## src/rtl/serial_adder.sv

```systemverilog
// Bit-serial adder: one bit per cycle through a single full-adder cell, IDLE/RUN/DONE handshake.
// Optional signed-overflow output when SERIAL_ADDER_OVERFLOW_EN is defined.

module fullAdder (
  output logic sum,
  output logic cout,
  input  logic a,
  input  logic b,
  input  logic cin
);
  assign sum  = a ^ b ^ cin;
  assign cout = (a & b) | (a & cin) | (b & cin);
endmodule

module serial_adder #(
  parameter int WIDTH = 8
) (
  input  logic             clk,
  input  logic             reset_n,
  input  logic [WIDTH-1:0] a,
  input  logic [WIDTH-1:0] b,
  input  logic             carryin,
  input  logic             in_valid,
  output logic             in_ready,
  output logic [WIDTH-1:0] sum,
  output logic             carryout,
  output logic             out_valid,
  input  logic             out_ready
`ifdef SERIAL_ADDER_OVERFLOW_EN
  , output logic           overflow
`endif
);
  localparam int IW = (WIDTH > 1) ? $clog2(WIDTH) : 1;

  typedef enum logic [1:0] {IDLE, RUN, DONE} state_t;

  state_t           state, stateNext;
  logic [WIDTH-1:0] aReg, bReg, sumReg;
  logic             cReg, coReg;
  logic [IW-1:0]    bitIdx;
  logic             faSum, faCout;
  logic             accept, lastBit;

  assign accept  = in_valid && in_ready;
  assign lastBit = (bitIdx == IW'(WIDTH - 1));

  fullAdder uFa (
    .sum  (faSum),
    .cout (faCout),
    .a    (aReg[bitIdx]),
    .b    (bReg[bitIdx]),
    .cin  (cReg)
  );

  always_ff @(posedge clk or negedge reset_n) begin
    if (!reset_n) state <= IDLE;
    else          state <= stateNext;
  end

  always_comb begin
    stateNext = state;
    in_ready  = 1'b0;
    out_valid = 1'b0;
    case (state)
      IDLE: begin
        in_ready = 1'b1;
        if (in_valid) stateNext = RUN;
      end
      RUN:  if (lastBit) stateNext = DONE;
      DONE: begin
        out_valid = 1'b1;
        if (out_ready) stateNext = IDLE;
      end
      default: stateNext = IDLE;
    endcase
  end

  // Index stops at WIDTH-1 and is only cleared by the next accept, so it never wraps.
  always_ff @(posedge clk or negedge reset_n) begin
    if (!reset_n) begin
      aReg   <= '0;
      bReg   <= '0;
      cReg   <= 1'b0;
      bitIdx <= '0;
      sumReg <= '0;
      coReg  <= 1'b0;
    end else if (accept) begin
      aReg   <= a;
      bReg   <= b;
      cReg   <= carryin;
      bitIdx <= '0;
      sumReg <= '0;
    end else if (state == RUN) begin
      sumReg[bitIdx] <= faSum;
      cReg           <= faCout;
      if (lastBit) coReg  <= faCout;
      else         bitIdx <= bitIdx + 1'b1;
    end
  end

  assign sum      = sumReg;
  assign carryout = coReg;

`ifdef SERIAL_ADDER_OVERFLOW_EN
  logic ovReg;

  // cReg is the carry into the MSB while the last bit is being processed.
  always_ff @(posedge clk or negedge reset_n) begin
    if (!reset_n)                         ovReg <= 1'b0;
    else if (state == RUN && lastBit)     ovReg <= cReg ^ faCout;
  end

  assign overflow = ovReg;
`endif

endmodule

```

## config.mk

```make
export PLATFORM = sky130hd
export DESIGN_NAME = serial_adder
export DESIGN_NICKNAME = d
export VERILOG_FILES = /design/src/rtl/serial_adder.sv
export SDC_FILE = /design/constraint.sdc
export NUM_CORES = 1
export LEC_CHECK = 0
export ABC_CLOCK_PERIOD_IN_PS = 2900
export BUFFER_PORTS_ARGS = -buffer_cell sky130_fd_sc_hd__buf_2
export CAP_MARGIN = 20
export CORE_MARGIN = 1.5
export CORE_UTILIZATION = 37
export CTS_BUF_LIST = sky130_fd_sc_hd__clkbuf_4
export CTS_CLUSTER_DIAMETER = 60
export DETAILED_ROUTE_END_ITERATION = 10
export GPL_TIMING_DRIVEN = 0
export SYNTH_ARGS = -nofsm -noshare
export SYNTH_HDL_FRONTEND = slang
export SYNTH_SLANG_ARGS = --single-unit
```

## constraint.sdc

```tcl
create_clock -name clk -period 2.9 [get_ports clk]
set_input_delay 0 -clock clk [delete_from_list [all_inputs] [get_ports clk]]
set_output_delay 0 -clock clk [all_outputs]
set_load 0.005 [all_outputs]
```

# Word-level counts from Yosys, hierarchy flattened
# Cells that the tools add are included.
[word_totals] reg_bits=31 elab_cells=52 in_bits=21 output_inout_bits=11
[op_classes] magnitude_cmp=2 add_sub_neg=1 reduce_logical=7 bitwise_logic=8 n_eq_ne=7 mux=20
[op_table] cell="2-to-1 mux 8 bit" count=2
[op_table] cell="2-to-1 mux 3 bit" count=3
[op_table] cell="bitwise mux 8 bit" count=1
[op_table] cell="inequality test 2 bit, second input constant" count=4
[op_table] cell="2-to-1 mux 1 bit" count=7
[op_table] cell="binary-select mux 1 bit (select 3 bit)" count=2
[op_table] cell="2-to-1 mux 2 bit" count=3
[op_table] cell="one-hot mux 2 bit (3 select lines)" count=1
[op_table] cell="AND reduction 3 bit" count=2
[op_table] cell="less-than comparator 3 x 4 -> 1 bit, second input constant" count=1
[op_table] cell="adder 3 x 1 -> 3 bit, second input constant" count=1
[op_table] cell="AND 1 bit" count=3
[op_table] cell="demux 1 bit (select 3 bit)" count=1
[op_table] cell="== test 3 bit, second input constant" count=1
[op_table] cell=">= comparator 3 x 1 -> 1 bit, second input constant" count=1
[op_table] cell="== test 2 x 1 -> 1 bit, second input constant" count=1
[op_table] cell="== test 2 bit, second input constant" count=1
[op_table] cell="logical AND 1 bit" count=2
[op_table] cell="logical NOT 2 bit" count=1
[op_table] cell="OR 1 bit" count=2
[op_table] cell="AND reduction 2 bit" count=1
[op_table] cell="nonzero test 2 bit" count=1
[op_table] cell="XOR 1 bit" count=2
[op_table] cell="inverter 1 bit" count=1

# Depth between registers and ports, before layout
[depth] ltp_word=7 ltp_mapped=7

# Cells and area by module
# Synthesis repeated with hierarchy kept, for this count alone.
[hier_totals] cells_unflattened=136 hier_area_um2=1610.3
[by_module_without_submodules] module="serial_adder" cells_per_inst=135 n_inst=1 area_each_um2=1590.3
[by_module_without_submodules] module="fullAdder" cells_per_inst=1 n_inst=1 area_each_um2=20.0

# Worst setup path after synthesis
# No wires, ideal clock.
[synth_timing] kind="flip-flop to flip-flop" startpoint="register bitIdx[1]" endpoint="register sumReg[3], in the netlist sum[3]" setup_ns=0.096 arrival_ns=2.030 path_buffers=2 slack_ns=0.774 required_ns=2.804 stages_incl_launch_ff=7 path_cell_list="dfrtp_1 > buf_2 > mux4_2 > mux2i_1 > fa_1 > buf_1 > o31ai_1"
[synth_via] elab_chain_cells=7 elab_cells_between_ends=14 classes_between="order compare: 2; mux: 9; bitwise: 2; reduce/logical: 1"
[synth_rtl] element="start: declaration" line="40" text="logic [IW-1:0] bitIdx;"
[synth_rtl] element="start signal: assignment" line="97" text="else bitIdx <= bitIdx + 1'b1;"
[synth_rtl] element="less-than comparator 3 x 4 -> 1 bit (implied by the code), or another cell as far along" line="94" text="sumReg[bitIdx] <= faSum;"
[synth_rtl] element="logical AND 1 bit (implied by the code), or another cell as far along" line="94"
[synth_rtl] element="2-to-1 mux 1 bit (implied by the code) / XOR 1 bit (equally long branches)" line="94, 11"
[synth_rtl] element="demux 1 bit (select 3 bit) / XOR 1 bit (equally long branches)" line="94, 11"
[synth_rtl] element="bitwise mux 8 bit *" line="94"
[synth_rtl] element="2-to-1 mux 8 bit *" line="93" text="end else if (state == RUN) begin"
[synth_rtl] element="2-to-1 mux 8 bit *" line="87" text="end else if (accept) begin"
[synth_rtl] element="end signal: indexed assignment" line="94"
[synth_rtl] element="end: declaration" line="38" text="logic [WIDTH-1:0] aReg, bReg, sumReg;"
# Every way passes the cells marked *; elsewhere a longest branch is shown, timed or not. The select of a mux whose other input is x is not followed.
# A chain may end at the register's enable or synchronous reset.

# Final worst setup path
[layout_timing] startpoint="register bitIdx[2]" endpoint="register sumReg[7], in the netlist sum[7]"
# Same word-level chain as after synthesis.

==> metrics <==
GR Overflow Total=0; CORE AREA=4030 µm²; worst vdd ir=between 0.4 and 0.5 mV; share of the synthesized area in the top cell type=49.9%; clk sinks=31; I/O Pins=32; largest net degree at the start of global routing=32; Post-Syn Area per Cell=13.8 µm²; clock slew seen by the registers of the worst setup and hold paths=approximately 0.10 ns; Vias=1090; Resized cells post-CTS=0; CTS tree=done; synth top area cells=dfrtp_1, mux2_4, mux4_2; All-Layer GR Usage=between 10% and 20%; GPL Wtd Cong=between 0.7 and 0.8; Starting Density=38.6%; DR WL/cell=13.7 µm; Post-Syn Area=1560 µm²; RSZ-0062 raised after global routing=no; CP Class=register to register; P per Cell Area=1020 nW/µm²; clock tree buffer depth=2; Min Clock Period, post-route=2.43 ns; die span in y=67.8 µm; crit path capture type=register; final setup violating endpoints=0; first-pass GRT wire length=5060 µm; met2 Usage GRT=between 20% and 30%; vias in the first global route=1101; Crit Path Max Fanout=10; cell family with most CP delay=buffers and inverters; Num CTS Buffers=5; post-synth net total=137; met3 Use GR=between 4 and 5%; layout overhead on the synthesized area=29.2%; share of layout cells above drive strength 1=38.8%; Post-Syn Instances=113; TNS Setup=0 ns; Critical Path RT=3.13 ns; Vias per Instance=~5.0; Detailed Place HPWL=2110 µm; # H-tree levels=2; crit-path cells=clkbuf_1 > mux4_2 > mux2i_1 > fa_1 > buf_1 > o31ai_1; critical path's largest stage delay=0.44 ns; Synth warnings=0; Worst Tran Pin Value=0.698 ns; Leakage=around 0.97 nW; GR peak layer=met2; met1 usage=between 10% and 20%; drt pass-1 iters=6; Worst path slowest cell=fa_1; WP buf/inv=2; Die Span X=67.8 µm; Finished Layout Cells=220; number of port buffers=31; register area share after synthesis=roughly half; first-iteration detailed-routing DRC count=44; die area=between 4000 and 5000 µm²; Worst Hold Class=primary input to register; status=complete, no violations; Final #Nets=~190; antenna violations before repair=0; clk root buf=clkbuf_4; Final Slew Violations=0; clock skew=0.0160 ns; Worst Path Arrival=2.65 ns; Synth Register Bits=31; fin crit share=83.7%; synth unique cells=28; Placed Cells=194; FMAX=412 MHz; CP startpoint kind=register; Hold Violations, Final=0; # diodes=0; clk_lat worst skew=0.32 ns; top cell type by total area after synthesis=dfrtp_1; drt drc=0; Rel. slew slack=between 50 and 60%; MaxCap Viol Count=0; Core Rows=23; Routed WL=3010 µm; post-route ant nets=0
-- final timing paths --
check,slack [ns],startpoint,depth (start not counted),to
worst max-delay path,0.47,bitIdx[2]$_DFFE_PN0P_,6,sum[7]$_DFFE_PN0P_
worst min-delay path,0.06,carryin,4,cReg$_DFFE_PN0P_
worst max register to register,0.47,bitIdx[2]$_DFFE_PN0P_,6,sum[7]$_DFFE_PN0P_
worst min register to register,0.49,carryout$_DFFE_PN0P_,2,carryout$_DFFE_PN0P_
max in group asynchronous,2.18,reset_n,2,aReg[0]$_DFFE_PN0P_
min in group asynchronous,0.24,reset_n,2,sum[3]$_DFFE_PN0P_
-- through the flow --
step	total power, mW	hold WS, ns	cell area [µm²]	setup slack, ns	utilization (%)
after floorplan	1.56	-0.296	1560	0.774	-
after global placement	1.78	0.0775	1770	0.509	44.0
after detailed placement	1.83	0.0825	1770	0.425	44.0
after CTS	2.08	0.0564	2010	0.404	49.9
after global routing	2.23	0.0849	2010	0.275	49.9
final	2.04	0.0587	2010	0.474	49.9
-- registers in the layout, indices dropped and copies added, names as in the netlist --
register / cells
cReg: 1
state: 2
bitIdx: 3
bReg: 8
sum: 8
carryout: 1
aReg: 8
-- area by class of cell --
class | instances | area, µm²
Fill cell | 366 | 2020
Timing Repair Buffer | 50 | 345
Clock inverter | 2 | 8.76
Tap cell | 50 | 62.6
Multi-Input combinational cell | 70 | 693
Buffer | 10 | 78.8
Clock buffer | 5 | 37.5
Sequential cell | 31 | 776
Inverter | 2 | 7.51
-- cells in the final DEF, fill, tap and decap left out, types with 2 or more instances in the layout --
cell type / instances
mux2_4: 12
nand2_1: 6
or3b_1: 2
inv_1: 2
ha_1: 2
nand3b_1: 2
mux2i_1: 5
mux2_2: 5
dfrtp_1: 31
buf_2: 33
nand2b_1: 3
dlygate4sd3_1: 19
o31ai_1: 6
nor2_1: 3
clkbuf_4: 5
a22o_1: 5
mux4_2: 4
o211ai_1: 6
buf_6: 3
clkbuf_1: 3
a21oi_1: 2
-- timing repair --
action,in CTS,in global routing
buffers inserted,0,0
hold endpoints to repair,49,0
hold buffers,19,0
-- worst register-to-register path, stage by stage (launching register included) --
cell	delay (ns)
dfrtp_1	0.39
clkbuf_1	0.42
mux4_2	0.38
mux2i_1	0.21
fa_1	0.44
buf_1	0.20
o31ai_1	0.30
-- metal layers --
| layer | share of wire (%) | wire length, µm |
|---|---|---|
| met1 | 44 | 1320 |
| met5 | 0 | 0 |
| met2 | 51 | 1520 |
| met3 | 4.0 | 121 |
| met4 | 1.4 | 42 |
-- Yosys cell counts, drive strengths merged --
cell	number
mux4	4
o31ai	6
nor2	3
nand2b	3
nand2	6
mux2i	5
or3b	3
ha	2
clkbuf	3
nor3	2
o21bai	1
inv	2
mux2	17
nand3b	2
o211ai	6
o21ai	1
a21oi	2
nor2b	1
a22o	5
dfrtp	31
fa	1
buf	7
-- kinds of logic (layout without fill, tap and decap cells) --
family          count (synthesis)  after routing  share of synthesized area, %
compound gates                 21             21                          10.1
flops                          31             31                          49.9
mux                            26             26                          24.2
buf+inv                        12             69                          5.55
simple gates                   20             20                          7.40
fa+ha+maj                       3              3                          2.90
-- power by group --
part	internal (mW)	switching [mW]
logic	0.570	0.504
clock network	0.0857	0.137
registers	0.639	0.106
total	1.30	0.747
Power figures use the tool's default switching activity.
